$ cat config.mk
export PLATFORM = sky130hd
export DESIGN_NAME = fetch_unit
export DESIGN_NICKNAME = d
export VERILOG_FILES = /design/src/rtl/fetch_pkg.sv /design/src/rtl/fetch_fifo.sv /design/src/rtl/fetch_unit.sv
export SDC_FILE = /design/constraint.sdc
export NUM_CORES = 1
export LEC_CHECK = 0
export ABC_AREA = 0
export ABC_CLOCK_PERIOD_IN_PS = 10350
export CAP_MARGIN = 20
export CORE_ASPECT_RATIO = 0.8
export CORE_MARGIN = 5
export CORE_UTILIZATION = 59
export DETAILED_ROUTE_END_ITERATION = 12
export PLACE_DENSITY = 0.85
export SLEW_MARGIN = 20
export SYNTH_ARGS = -nofsm -noshare
export SYNTH_HDL_FRONTEND = slang
export SYNTH_SLANG_ARGS = --single-unit
$ cat constraint.sdc
create_clock -name clk -period 10.35 [get_ports clk]
set_input_delay 2.5875 -clock clk [delete_from_list [all_inputs] [get_ports clk]]
set_output_delay 2.5875 -clock clk [all_outputs]
set_load 0.005 [all_outputs]
$ cat src/rtl/fetch_pkg.sv
// Shared types for the fetch stage: FSM state encoding and queue entry layouts.
package fetch_pkg;

  typedef enum logic [1:0] {
    ST_RUN      = 2'd0,
    ST_MISALIGN = 2'd1,
    ST_HALT     = 2'd2
  } fetch_state_e;

  localparam int ADDR_W = 31;  // halfword address [31:1]
  localparam int INSN_W = 32;
  localparam int TAG_W  = 16;

  typedef struct packed {
    logic [ADDR_W-1:0] addr;
    logic [TAG_W-1:0]  tag;
    logic              taken;
  } pend_entry_t;

  typedef struct packed {
    logic              error;
    logic [ADDR_W-1:0] addr;
    logic [INSN_W-1:0] insn;
    logic [TAG_W-1:0]  tag;
    logic              taken;
  } out_entry_t;

endpackage

$ cat src/rtl/fetch_fifo.sv
// Synchronous FIFO with single-cycle flush; used for the pending and output queues.
module fetch_fifo #(
  parameter int W     = 8,
  parameter int DEPTH = 4,
  localparam int AW   = $clog2(DEPTH),
  localparam int CW   = AW + 1
) (
  input  logic          clk_i,
  input  logic          rst_n_i,
  input  logic          push_i,
  input  logic [W-1:0]  din_i,
  input  logic          pop_i,
  input  logic          flush_i,
  output logic [W-1:0]  dout_o,
  output logic [CW-1:0] count_o,
  output logic          full_o,
  output logic          empty_o
);

  logic [W-1:0]  mem_q [DEPTH];
  logic [AW-1:0] wr_q, rd_q;
  logic [CW-1:0] cnt_q;
  logic          push_en, pop_en;

  assign empty_o = (cnt_q == '0);
  assign full_o  = (cnt_q == CW'(DEPTH));
  assign pop_en  = pop_i & ~empty_o;
  // a full queue can still take a push when the head leaves in the same cycle
  assign push_en = push_i & (~full_o | pop_en);
  assign dout_o  = mem_q[rd_q];
  assign count_o = cnt_q;

  always_ff @(posedge clk_i or negedge rst_n_i) begin
    if (!rst_n_i) begin
      wr_q  <= '0;
      rd_q  <= '0;
      cnt_q <= '0;
    end else if (flush_i) begin
      wr_q  <= '0;
      rd_q  <= '0;
      cnt_q <= '0;
    end else begin
      if (push_en) wr_q <= wr_q + AW'(1);
      if (pop_en)  rd_q <= rd_q + AW'(1);
      cnt_q <= cnt_q + CW'(push_en) - CW'(pop_en);
    end
  end

  always_ff @(posedge clk_i) begin
    if (push_en && !flush_i) mem_q[wr_q] <= din_i;
  end

endmodule

$ cat src/rtl/fetch_unit.sv
// Instruction fetch stage: PC, icache requests, in-order response queue, decode interface.
// Branch prediction is used only when FETCH_BP_EN is defined.
//   state    | meaning
//   RUN      | issuing requests while queue slots are free
//   MISALIGN | pc has bit1 set; report it once pending responses drain
//   HALT     | no requests until rob_flush
module fetch_unit
  import fetch_pkg::*;
#(
  parameter logic [31:0] RESET_PC = 32'h0000_0000,
  parameter int          QDEPTH   = 4
) (
  input  logic        clk,
  input  logic        rst,
  output logic        fetch_ic_req,
  output logic [29:0] fetch_ic_addr,
  input  logic        ic_ready,
  input  logic        ic_resp_valid,
  input  logic        ic_resp_error,
  input  logic [31:0] ic_resp_insn,
  output logic [29:0] fetch_bp_pc,
  input  logic        bp_taken,
  input  logic [15:0] bp_tag,
  input  logic [30:0] bp_target,
  output logic        fetch_de_valid,
  output logic        fetch_de_error,
  output logic [30:0] fetch_de_addr,
  output logic [31:0] fetch_de_insn,
  output logic [15:0] fetch_de_bptag,
  output logic        fetch_de_bptaken,
  input  logic        decode_stall,
  input  logic        rob_flush,
  input  logic [30:0] rob_flush_pc
);

  localparam int CW = $clog2(QDEPTH) + 1;

  fetch_state_e state_q, state_d;
  logic [31:1]  pc_q, pc_d;
  logic [CW-1:0] drop_q, drop_d;

  logic          pend_push, pend_pop, pend_empty, pend_full;
  logic [CW-1:0] pend_count;
  pend_entry_t   pend_din, pend_head;
  logic          outq_push, outq_pop, outq_empty, outq_full;
  logic [CW-1:0] outq_count;
  out_entry_t    outq_din, outq_head, de;

  logic          bp_taken_eff;
  logic [15:0]   bp_tag_eff;
  logic [30:0]   bp_target_eff;
  logic [CW:0]   used;
  logic          ic_req, resp_drop, resp_take;

`ifdef FETCH_BP_EN
  assign bp_taken_eff  = bp_taken;
  assign bp_tag_eff    = bp_tag;
  assign bp_target_eff = bp_target;
`else
  logic unused_bp;
  assign unused_bp     = ^{bp_taken, bp_tag, bp_target};
  assign bp_taken_eff  = 1'b0;
  assign bp_tag_eff    = '0;
  assign bp_target_eff = '0;
`endif

  assign used      = {1'b0, pend_count} + {1'b0, outq_count} + {1'b0, drop_q};
  assign resp_drop = ic_resp_valid & (drop_q != '0);
  assign resp_take = ic_resp_valid & (drop_q == '0) & ~pend_empty;
  assign outq_pop  = ~outq_empty & ~decode_stall;
  assign pend_din  = '{addr: pc_q, tag: bp_tag_eff, taken: bp_taken_eff};

  always_comb begin
    state_d   = state_q;
    pc_d      = pc_q;
    drop_d    = drop_q;
    ic_req    = 1'b0;
    pend_push = 1'b0;
    pend_pop  = 1'b0;
    outq_push = 1'b0;
    outq_din  = '0;
    if (rob_flush) begin
      // a response landing in the flush cycle is consumed by the new drop count
      pc_d    = rob_flush_pc;
      drop_d  = drop_q + pend_count - CW'(ic_resp_valid);
      state_d = rob_flush_pc[0] ? ST_MISALIGN : ST_RUN;
    end else begin
      unique case (state_q)
        ST_RUN: begin
          ic_req = rst & (used < (CW+1)'(QDEPTH));
          if (ic_req && ic_ready) begin
            pend_push = 1'b1;
            pc_d      = bp_taken_eff ? bp_target_eff : pc_q + 31'd2;
            if (pc_d[1]) state_d = ST_MISALIGN;
          end
        end
        ST_MISALIGN: begin
          if (pend_empty && !outq_full) begin
            outq_push = 1'b1;
            outq_din  = '{error: 1'b1, addr: pc_q, insn: '0, tag: '0, taken: 1'b0};
            state_d   = ST_HALT;
          end
        end
        default: ;
      endcase
      if (resp_drop) drop_d = drop_q - CW'(1);
      if (resp_take) begin
        pend_pop  = 1'b1;
        outq_push = 1'b1;
        outq_din  = '{error: ic_resp_error, addr: pend_head.addr, insn: ic_resp_insn,
                      tag: pend_head.tag, taken: pend_head.taken};
        if (ic_resp_error) state_d = ST_HALT;
      end
    end
  end

  always_ff @(posedge clk or negedge rst) begin
    if (!rst) begin
      state_q <= ST_RUN;
      pc_q    <= RESET_PC[31:1];
      drop_q  <= '0;
    end else begin
      state_q <= state_d;
      pc_q    <= pc_d;
      drop_q  <= drop_d;
    end
  end

  fetch_fifo #(.W($bits(pend_entry_t)), .DEPTH(QDEPTH)) u_pend (
    .clk_i(clk), .rst_n_i(rst), .push_i(pend_push), .din_i(pend_din),
    .pop_i(pend_pop), .flush_i(rob_flush), .dout_o(pend_head),
    .count_o(pend_count), .full_o(pend_full), .empty_o(pend_empty)
  );

  fetch_fifo #(.W($bits(out_entry_t)), .DEPTH(QDEPTH)) u_outq (
    .clk_i(clk), .rst_n_i(rst), .push_i(outq_push), .din_i(outq_din),
    .pop_i(outq_pop), .flush_i(rob_flush), .dout_o(outq_head),
    .count_o(outq_count), .full_o(outq_full), .empty_o(outq_empty)
  );

  logic unused_full;
  assign unused_full = pend_full;

  assign de               = outq_empty ? '0 : outq_head;
  assign fetch_ic_req     = ic_req;
  assign fetch_ic_addr    = pc_q[31:2];
  assign fetch_bp_pc      = pc_q[31:2];
  assign fetch_de_valid   = ~outq_empty;
  assign fetch_de_error   = de.error;
  assign fetch_de_addr    = de.addr;
  assign fetch_de_insn    = de.insn;
  assign fetch_de_bptag   = de.tag;
  assign fetch_de_bptaken = de.taken;

  // responses must never arrive with nothing outstanding
  assert property (@(posedge clk) disable iff (!rst)
    !(ic_resp_valid && pend_empty && (drop_q == '0)));

endmodule
==> run summary, run 1 <==
die width - 208 µm
Setup WS pre-CTS - 3.20 ns
Internal - 3.46 mW
RSZ-0062 raised after global routing - false
Port Buffer Count - 195
CTS buffer count - 42
clk_lat worst skew - 0.53 ns
synthesized area per cell - 17.2 µm²
IO Count - 261
capturing point of the worst reg2reg path - u_pend.mem_q[0][29]
worst flop-to-flop path startpoint - u_pend.count_o[1]
fmax - 140 MHz
Syn Inst Count - 1079
worst setup margin - 3.21 ns
first-pass GRT wire length - 60900 µm
setup violators final - 0
Resized cells post-CTS - 0
Worst Tran Pin Value - 0.905 ns
CP cell instances - buf_2, buf_4, nand4bb_1, nor3_1, clkdlybuf4s50_1
most numerous cell in the Yosys netlist - edfxtp_1
Clock Skew - 0.0198 ns
Net Sw Power - 1.19 mW
post-synth top area share - 61.6%
die area - 35100 µm²
worst vdd ir - 0.000124 V
Synth top cells by count - edfxtp_1 (380), and2_1 (103), mux4_2 (95), buf_4 (78), dfrtp_1 (50)
#FFs+latches synth - 430
post-synth top area cell - edfxtp_1
sw frac - 25.5%
YS warnings - 0
Flop pwr share - 45.4%
GR Overflow Total - 0
status - finished clean
combinational share of power - 23.1%
maximum clock insertion buffer count - 3
uppermost routed layer - met5
Root Driver - clkbuf_16
Final ANT Viol Nets - 0
number of global-route vias before repair - 10300
vias post-DR - 9928
Cell Area, Synth - 18500 µm²
GRT Overall Usage - 22.6%
reg2reg setup slack - 5.95 ns
routed length per instance - 23.6 µm
CTS tree - yes
CP top delay family - buffers and inverters
Die Ht - 168 µm
Hold-fix buffers, CTS - 0
CP required - 7.76 ns
nets@finish - 1363
area delta synth->final - 17.2%
first drt pass iteration count - 5
largest net degree at the start of global routing - 63
Slowest cell on crit path - clkdlybuf4s50_1
Max FO, Critical Path - 52
period utilisation layout - 69.0%
Slew Limit Fails - 0
Crit. Startpoint - rst
hold_sp - drop_q[1]
Hold Path Depth - 2
share of layout cells above drive strength 1 - 16.5%
clock sink total - 430
DR vias/cell - 5.94
Main synth FF type - edfxtp_1
DRC - 0
met1 WL - 16500 µm
post-synth cell types - 55
initial drt markers - 927
CP Capture Type - output port
max-capacitance violation count - 0
H-tree depth - 2
worst r2r path cells - 9
Worst Path Buf+Inv - 3
met2 WL - 19200 µm
clock transition at the registers of the reported paths - 0.06 ns
Antenna Cells - 0
length of routed met3 wiring - 3010 µm
worst hold path endpoint - drop_q[1]
Crit path largest cell delay - 0.61 ns
initial antenna violation count - 3
WS Path Type - primary input to output port
Initial Util - 59.4%
largest cells by area after synthesis - edfxtp_1 (62%), mux4_2 (12%), dfrtp_1 (6.8%), and2_1 (3.5%), buf_4 (3.2%)
async set or reset register ratio after synthesis - 11.6%
clock network power share - 31.4%
RePlAce Congestion - 0.835
arrival time worst endpoint - 4.55 ns
P per Cell Area - 214 nW/µm²
Setup TNS - 0 ns
Final Hold Vio Count - 0
P_leak - 7.27 nW
Worst setup SP type - primary input
worst relative slew slack - 39.6%
worst hold path type - flip-flop to flip-flop
FP Rows - 58
EDFF count, synth - 380
fin crit period - 7.14 ns
DP HPWL - 24100 µm
routed wire length - 39400 µm
post-synthesis sequential area ratio - 68.4%
Post-CTS Setup Bufs - 0
core area - 31200 µm²
## stage by stage
| step | instance area (µm²) | hold WS (ns) | std cells | util (%) | power, mW |
|---|---|---|---|---|---|
| detailed placement | 20400 | 0.567 | 1595 | 65.3 | 3.23 |
| CTS | 21700 | 0.574 | 1672 | 69.6 | 4.69 |
| global placement | 20400 | 0.552 | 1595 | 65.3 | 3.20 |
| finish | 21700 | 0.576 | 1672 | 69.6 | 4.65 |
| floorplan | 18600 | 0.514 | 1095 | - | 2.73 |
| global route | 21700 | 0.634 | 1672 | 69.6 | 4.87 |
## logic make-up after synthesis
group / count (synthesis) / share of synthesized area, %
AND/OR/NAND/NOR: 250 / 7.98
flip-flops: 430 / 68.4
adder cells (fa/ha/maj): 26 / 2.00
other: 1 / 0.0202
XOR/XNOR: 39 / 1.88
buffers and inverters: 157 / 4.94
AO/OA/AOI/OAI: 75 / 2.92
multiplexers: 101 / 11.9
## how the worst max path moves through the flow
| stage | endpoint | slack, ns | cells past startpoint |
|---|---|---|---|
| floorplan | fetch_ic_req | 4.19 | 4 |
| global placement | fetch_ic_req | 3.19 | 5 |
| detailed placement | fetch_ic_req | 3.20 | 5 |
| CTS | fetch_ic_req | 3.17 | 5 |
| global route | fetch_ic_req | 3.03 | 5 |
| finish | fetch_ic_req | 3.21 | 5 |
## layout by cell type (no fill, tap or decap), drive strengths merged, types with 9 or more instances in the layout
master / count
inv: 27
o21ai: 29
nor2: 21
and2: 104
dfrtp: 50
mux4: 95
clkbuf: 62
conb: 17
nor4: 13
a22o: 30
clkdlybuf4s50: 193
clkinv: 9
edfxtp: 380
ha: 20
nand2: 38
nand3: 13
xor2: 9
buf: 18
nand4: 16
nor3: 13
and3: 12
xnor2: 30
## final cells by class
class / count / area, µm²
sequential: 430 / 12700
fill: 2033 / 9490
multi-input combinational: 508 / 5040
timing repair buffer: 211 / 2060
clock buffer: 62 / 1170
tap: 420 / 526
clock inverter: 15 / 155
inverter: 26 / 97.6
## state kept, by name, summed over array words and instances, names as in the netlist
register	cells
u_pend.count_o	3
drop_q	3
u_pend.mem_q	124
u_outq.rd_q	2
state_q	2
u_outq.mem_q	256
u_pend.rd_q	2
u_pend.wr_q	2
pc_q	31
u_outq.wr_q	2
u_outq.count_o	3
## worst register-to-register path: cells and delay by family, from the launching register on
kind	cells	cell delay (ns)
fa+ha+maj	2	0.96
flops	1	0.49
buf+inv	2	0.56
compound gates	1	0.50
simple gates	4	1.52
## power by group through the flow
stage	combinational [mW]	clock [mW]	sequential [mW]
finish	1.08	1.46	2.11
detailed placement	1.08	0	2.15
CTS	1.09	1.49	2.11
floorplan	0.656	0	2.07
global placement	1.06	0	2.14
global route	1.17	1.57	2.13
## layer usage
layer  up-vias  GRT usage, %
met5         -             0
met4         4          5.17
met3        61          4.37
met2       462          36.6
met1      5078          32.7
li1       4323             -
Power figures use the tool's default switching activity.
==> run 2, diff against run 1 <==
--- a/config.mk
+++ b/config.mk
@@ -6,13 +6,13 @@
 export NUM_CORES = 1
 export LEC_CHECK = 0
 export ABC_AREA = 0
-export ABC_CLOCK_PERIOD_IN_PS = 10350
+export ABC_CLOCK_PERIOD_IN_PS = 6600
 export CAP_MARGIN = 20
 export CORE_ASPECT_RATIO = 0.8
 export CORE_MARGIN = 5
-export CORE_UTILIZATION = 59
+export CORE_UTILIZATION = 55
 export DETAILED_ROUTE_END_ITERATION = 12
-export PLACE_DENSITY = 0.85
+export PLACE_DENSITY = 0.8
 export SLEW_MARGIN = 20
 export SYNTH_ARGS = -nofsm -noshare
 export SYNTH_HDL_FRONTEND = slang
==> constraint.sdc (replaced) <==
create_clock -name clk -period 6.6 [get_ports clk]
set_input_delay 1.65 -clock clk [delete_from_list [all_inputs] [get_ports clk]]
set_output_delay 1.65 -clock clk [all_outputs]
set_load 0.005 [all_outputs]
==> run 2 against run 1 <==
Compared with the run above:
- global-route usage decreased by 0.94 points
- critical endpoint unchanged
- die area increased by 6.9%
- clock-buffer cell count decreased by 11
==> run summary, run 2 (synthesis results as in run 1) <==
maximum clock insertion buffer count - 3
most frequent cell on the critical path - fa_1
routed wire length - 40600 µm
Post-CTS Setup Bufs - 0
DP HPWL - 24800 µm
Setup TNS - 0 ns
Final Hold Vio Count - 0
arrival time worst endpoint - 3.66 ns
FP Rows - 60
max reg flops - 256
largest net degree at the start of global routing - 66
Initial Util - 55.4%
vias post-DR - 9882
P_leak - 7.28 nW
status - finished clean
Resized cells post-CTS - 0
Clock Skew - 0.00864 ns
Die Ht - 174 µm
nets@finish - 1366
CP required - 4.95 ns
CP Capture Type - output port
Crit. Startpoint - u_pend.count_o[1]
Slew Limit Fails - 0
setup violators final - 0
period utilisation layout - 80.5%
FILL cells - 2276
initial drt markers - 768
IO Count - 261
Regs by FF count - u_outq.mem_q: 256 flops, u_pend.mem_q: 124 flops, pc_q: 31 flops
dpl cells - 1613
fin crit period - 5.31 ns
Placed Instance Area - 20400 µm²
worst vdd ir - 0.000166 V
RSZ-0062 raised after global routing - false
largest reg by FF count - u_outq.mem_q
CP top delay family - adder cells
Antenna Cells - 0
first drt pass iteration count - 8
core area - 33400 µm²
clock transition at the registers of the reported paths - 0.06 ns
Crit path largest cell delay - 0.60 ns
max-capacitance violation count - 0
capturing point of the worst reg2reg path - u_pend.mem_q[1][25]
Crit path depth - 7
GRT Overall Usage - 21.6%
share of layout cells above drive strength 1 - 16.7%
most frequent cells in the layout - edfxtp_1 (380), clkdlybuf4s50_1 (193), and2_1 (103)
WS Path Type - flip-flop to output port
H-tree depth - 2
die area - 37500 µm²
final hold slack - 0.570 ns
final non-filler cell total - 1684
CTS tree - yes
die width - 215 µm
P per Cell Area - 336 nW/µm²
RePlAce Congestion - 0.827
GR Overflow Total - 0
commonest non-fill, non-tap cell in the layout - edfxtp_1
DRC - 0
Hold-fix buffers, CTS - 0
Port Buffer Count - 195
fmax - 188 MHz
Max FO, Critical Path - 6
routed length per instance - 24.1 µm
Worst Setup EP - fetch_ic_req
Slowest cell on crit path - clkdlybuf4s50_1
initial antenna violation count - 0
worst relative slew slack - 27.0%
utilization after layout - 65.1%
Root Driver - clkbuf_16
Worst setup SP type - flip-flop
worst hold path type - flip-flop to flip-flop
CTS buffer count - 41
Worst Path Buf+Inv - 2
worst r2r path cells - 9
reg2reg setup slack - 2.20 ns
DR vias/cell - 5.87
worst flop-to-flop path startpoint - u_pend.count_o[1]
clk_lat worst skew - 0.53 ns
number of global-route vias before repair - 10600
CP cell instances - inv_1, fa_1, or2_2, fa_1, nand4bb_1, nor3_1, clkdlybuf4s50_1
Final ANT Viol Nets - 0
area delta synth->final - 17.4%
Worst Tran Pin Value - 1.09 ns
first-pass GRT wire length - 62600 µm
clock sink total - 430
cell area after layout - 21700 µm²
run 2: layout make-up:
type,instances,area (µm²),area share [%]
repair buffers,215,2090,9.62
clock inverters,20,224,1.03
clock buffers,51,1070,4.94
well taps,434,543,2.50
inverters,26,97.6,0.449
multi-input cells,508,5040,23.2
flip-flops and latches,430,12700,58.3
run 2: power breakdown:
group          total [mW]  switching [mW]  leakage, nW  internal [mW]
logic                1.69           0.723         2.48          0.964
registers            3.33           0.204         4.17           3.12
clock network        2.29           0.947        0.635           1.35
run 2: worst min-delay path by stage:
stage | start | endpoint | slack, ns | depth (start not counted)
after floorplan | pc_q[4] | u_pend.mem_q[0][3] | 0.51 | 0
after global placement | drop_q[1] | drop_q[1] | 0.55 | 2
after detailed placement | drop_q[1] | drop_q[1] | 0.56 | 2
after CTS | drop_q[1] | drop_q[1] | 0.57 | 2
after global routing | drop_q[1] | drop_q[1] | 0.62 | 2
final | drop_q[1] | drop_q[1] | 0.57 | 2
run 2: layer usage:
metal | part of all wire (%) | track usage [%] | vias to the layer above | wire length [µm]
met4 | 1.6 | 4.45 | 0 | 643
met2 | 50 | 36.4 | 423 | 20400
met3 | 6.8 | 3.92 | 54 | 2760
met1 | 41 | 30.2 | 5079 | 16800
li1 | - | - | 4326 | -
met5 | 0 | 0 | - | 0
run 2: through the flow:
stage	setup slack (ns)	power [mW]
after floorplan	2.18	4.28
after global placement	1.65	5.05
after detailed placement	1.57	5.09
final	1.29	7.31
after CTS	1.29	7.39
after global routing	1.10	7.63
run 2: tightest hold or removal path: stages, from the launching register on:
cell and delay, ns:
dfrtp_1 0.34, a21oi_1 0.06, mux2i_1 0.12
==> run 3, diff against run 2 <==
--- a/config.mk
+++ b/config.mk
@@ -6,13 +6,13 @@
 export NUM_CORES = 1
 export LEC_CHECK = 0
 export ABC_AREA = 0
-export ABC_CLOCK_PERIOD_IN_PS = 6600
+export ABC_CLOCK_PERIOD_IN_PS = 4500
 export CAP_MARGIN = 20
 export CORE_ASPECT_RATIO = 0.8
 export CORE_MARGIN = 5
-export CORE_UTILIZATION = 55
+export CORE_UTILIZATION = 50
 export DETAILED_ROUTE_END_ITERATION = 12
-export PLACE_DENSITY = 0.8
+export PLACE_DENSITY = 0.77
 export SLEW_MARGIN = 20
 export SYNTH_ARGS = -nofsm -noshare
 export SYNTH_HDL_FRONTEND = slang
==> constraint.sdc (replaced) <==
create_clock -name clk -period 4.5 [get_ports clk]
set_input_delay 1.125 -clock clk [delete_from_list [all_inputs] [get_ports clk]]
set_output_delay 1.125 -clock clk [all_outputs]
set_load 0.005 [all_outputs]
==> run 3 against run 2 <==
Compared with the run above:
- global-route usage decreased by 2.2 points
- first-iteration DRC count up 33%
- core utilization decreased by 4.8 points
- non-clock buffer count grew 15
- wire length shrank 1.8%
- final area up 2.0%
- sequential power increased by 45%
- via count unchanged
- register-to-register slack lost 1.7 ns
- critical path type unchanged
==> run summary, run 3 (synthesis results as in run 1) <==
status - finished clean
Initial Util - 50.3%
Setup TNS - 0 ns
Root Driver - clkbuf_16
P_leak - 7.46 nW
Slowest cell on crit path - dfrtp_4
clock transition at the registers of the reported paths - 0.07 ns
Worst Path Buf+Inv - 2
reg2reg setup slack - 0.54 ns
Final ANT Viol Nets - 0
cell area after layout - 22200 µm²
vias post-DR - 9882
initial antenna violation count - 2
capturing point of the worst reg2reg path - u_pend.count_o[2]
maximum clock insertion buffer count - 3
setup violators final - 0
worst hold path type - primary input to async pin
CTS tree - yes
arrival time worst endpoint - 2.95 ns
Clock Skew - 0.0143 ns
commonest non-fill, non-tap cell in the layout - edfxtp_1
most frequent cells in the layout - edfxtp_1 (380), clkdlybuf4s50_1 (192), and2_1 (103)
max reg flops - 256
nets@finish - 1382
Hold-fix buffers, CTS - 0
period utilisation layout - 90.5%
clock sink total - 430
core area - 36800 µm²
FILL cells - 2661
share of layout cells above drive strength 1 - 18.8%
die area - 41000 µm²
CTS buffer count - 42
GRT Overall Usage - 19.4%
final hold slack - 0.537 ns
first drt pass iteration count - 5
die width - 225 µm
number of global-route vias before repair - 10200
area delta synth->final - 19.7%
worst flop-to-flop path startpoint - u_outq.count_o[1]
Worst Tran Pin Value - 0.947 ns
DRC - 0
WS Path Type - flip-flop to output port
fin crit period - 4.07 ns
CP top delay family - buffers and inverters
first-pass GRT wire length - 61200 µm
initial drt markers - 1021
Worst setup SP type - flip-flop
Max FO, Critical Path - 22
CP cell instances - buf_4, mux4_2, and2_1, clkdlybuf4s50_1
IO Count - 261
FP Rows - 63
utilization after layout - 60.2%
Regs by FF count - u_outq.mem_q: 256 flops, u_pend.mem_q: 124 flops, pc_q: 31 flops
Final Hold Vio Count - 0
Slew Limit Fails - 0
overall power - 10.9 mW
RSZ-0062 raised after global routing - false
CP Capture Type - output port
Die Ht - 182 µm
Port Buffer Count - 195
H-tree depth - 2
P per Cell Area - 492 nW/µm²
max-capacitance violation count - 0
largest net degree at the start of global routing - 63
largest reg by FF count - u_outq.mem_q
worst relative slew slack - 36.8%
RePlAce Congestion - 0.834
CP required - 3.38 ns
routed length per instance - 22.6 µm
DP HPWL - 25500 µm
Placed Instance Area - 20700 µm²
DR vias/cell - 5.61
clk_lat worst skew - 0.55 ns
worst vdd ir - 0.000291 V
worst r2r path cells - 13
GR Overflow Total - 0
fmax - 245 MHz
Crit path largest cell delay - 0.75 ns
routed wire length - 39800 µm
## run 3: cell count changes in the layout (fill, tap and decap cells not counted), sizes merged
| cell | change |
|---|---|
| clkinvlp | +1 |
| inv | +3 |
| clkbuf | +3 |
| bufinv | -1 |
| buf | +15 |
| diode | +1 |
| clkinv | +1 |
| clkdlybuf4s50 | -1 |
| dlymetal6s2s | +1 |
## run 3: worst max path at each step
| stage | startpoint | end | slack [ns] | cells past startpoint |
|---|---|---|---|---|
| after floorplan | ic_resp_valid | u_outq.mem_q[0][17] | 0.61 | 4 |
| after global placement | u_pend.count_o[1] | fetch_ic_req | 0.47 | 8 |
| after detailed placement | u_pend.count_o[1] | fetch_ic_req | 0.44 | 8 |
| after CTS | u_outq.count_o[1] | fetch_ic_req | 0.006 | 8 |
| after global routing | u_outq.rd_q[0] | fetch_de_insn[19] | 0.23 | 4 |
| final | u_outq.rd_q[0] | fetch_de_insn[31] | 0.43 | 4 |
## run 3: stage by stage
step | std cells | worst slack [ns]
2_1_floorplan | 1095 | 0.607
3_3_place_gp | 1678 | 0.469
3_5_place_dp | 1678 | 0.444
5_1_grt | 1760 | 0.226
4_1_cts | 1758 | 0.00586
6_report | 1760 | 0.426
## run 3: layer usage
metal / part of all wire, % / global-route usage, %
met1: 43 / 27.5
met2: 48 / 31.5
met3: 6.4 / 3.51
met4: 2.5 / 5.37
met5: 0.048 / 0
## run 3: repair_timing
| action | in CTS | in global routing |
|---|---|---|
| buffers inserted | 2 | 1 |
| setup endpoints to repair | 1 | 1 |
| pin swaps | 0 | 1 |
| gates cloned | 0 | 0 |
| resized for setup | 2 | 5 |
## run 3: report_power, final
part	total (mW)	switching (mW)	internal (mW)	leakage [nW]
sequential	4.83	0.248	4.58	4.17
clock	3.51	1.45	2.06	0.684
combinational	2.57	1.09	1.47	2.61
total	10.9	2.79	8.11	7.46
## run 3: cell type report
cell class	instances	area [µm²]	area share [%]
Antenna cell	1	2.50	0.0113
Clock buffer	54	1160	5.21
Clock inverter	24	243	1.09
Inverter	26	97.6	0.440
Multi-Input combinational cell	508	5050	22.8
Sequential cell	430	12700	57.1
Tap cell	487	609	2.75
Timing Repair Buffer	230	2340	10.6
## run 3: worst reg2reg max path, stage by stage (launching register included)
cell and delay, ns:
dfrtp_1 0.42, inv_2 0.10, fa_1 0.41, or2_2 0.32, fa_2 0.53, and4bb_2 0.28
nand3_2 0.25, a311oi_4 0.49, ha_1 0.22, inv_1 0.05, fa_1 0.37, xor2_1 0.19
xnor2_1 0.14, nor2_1 0.05
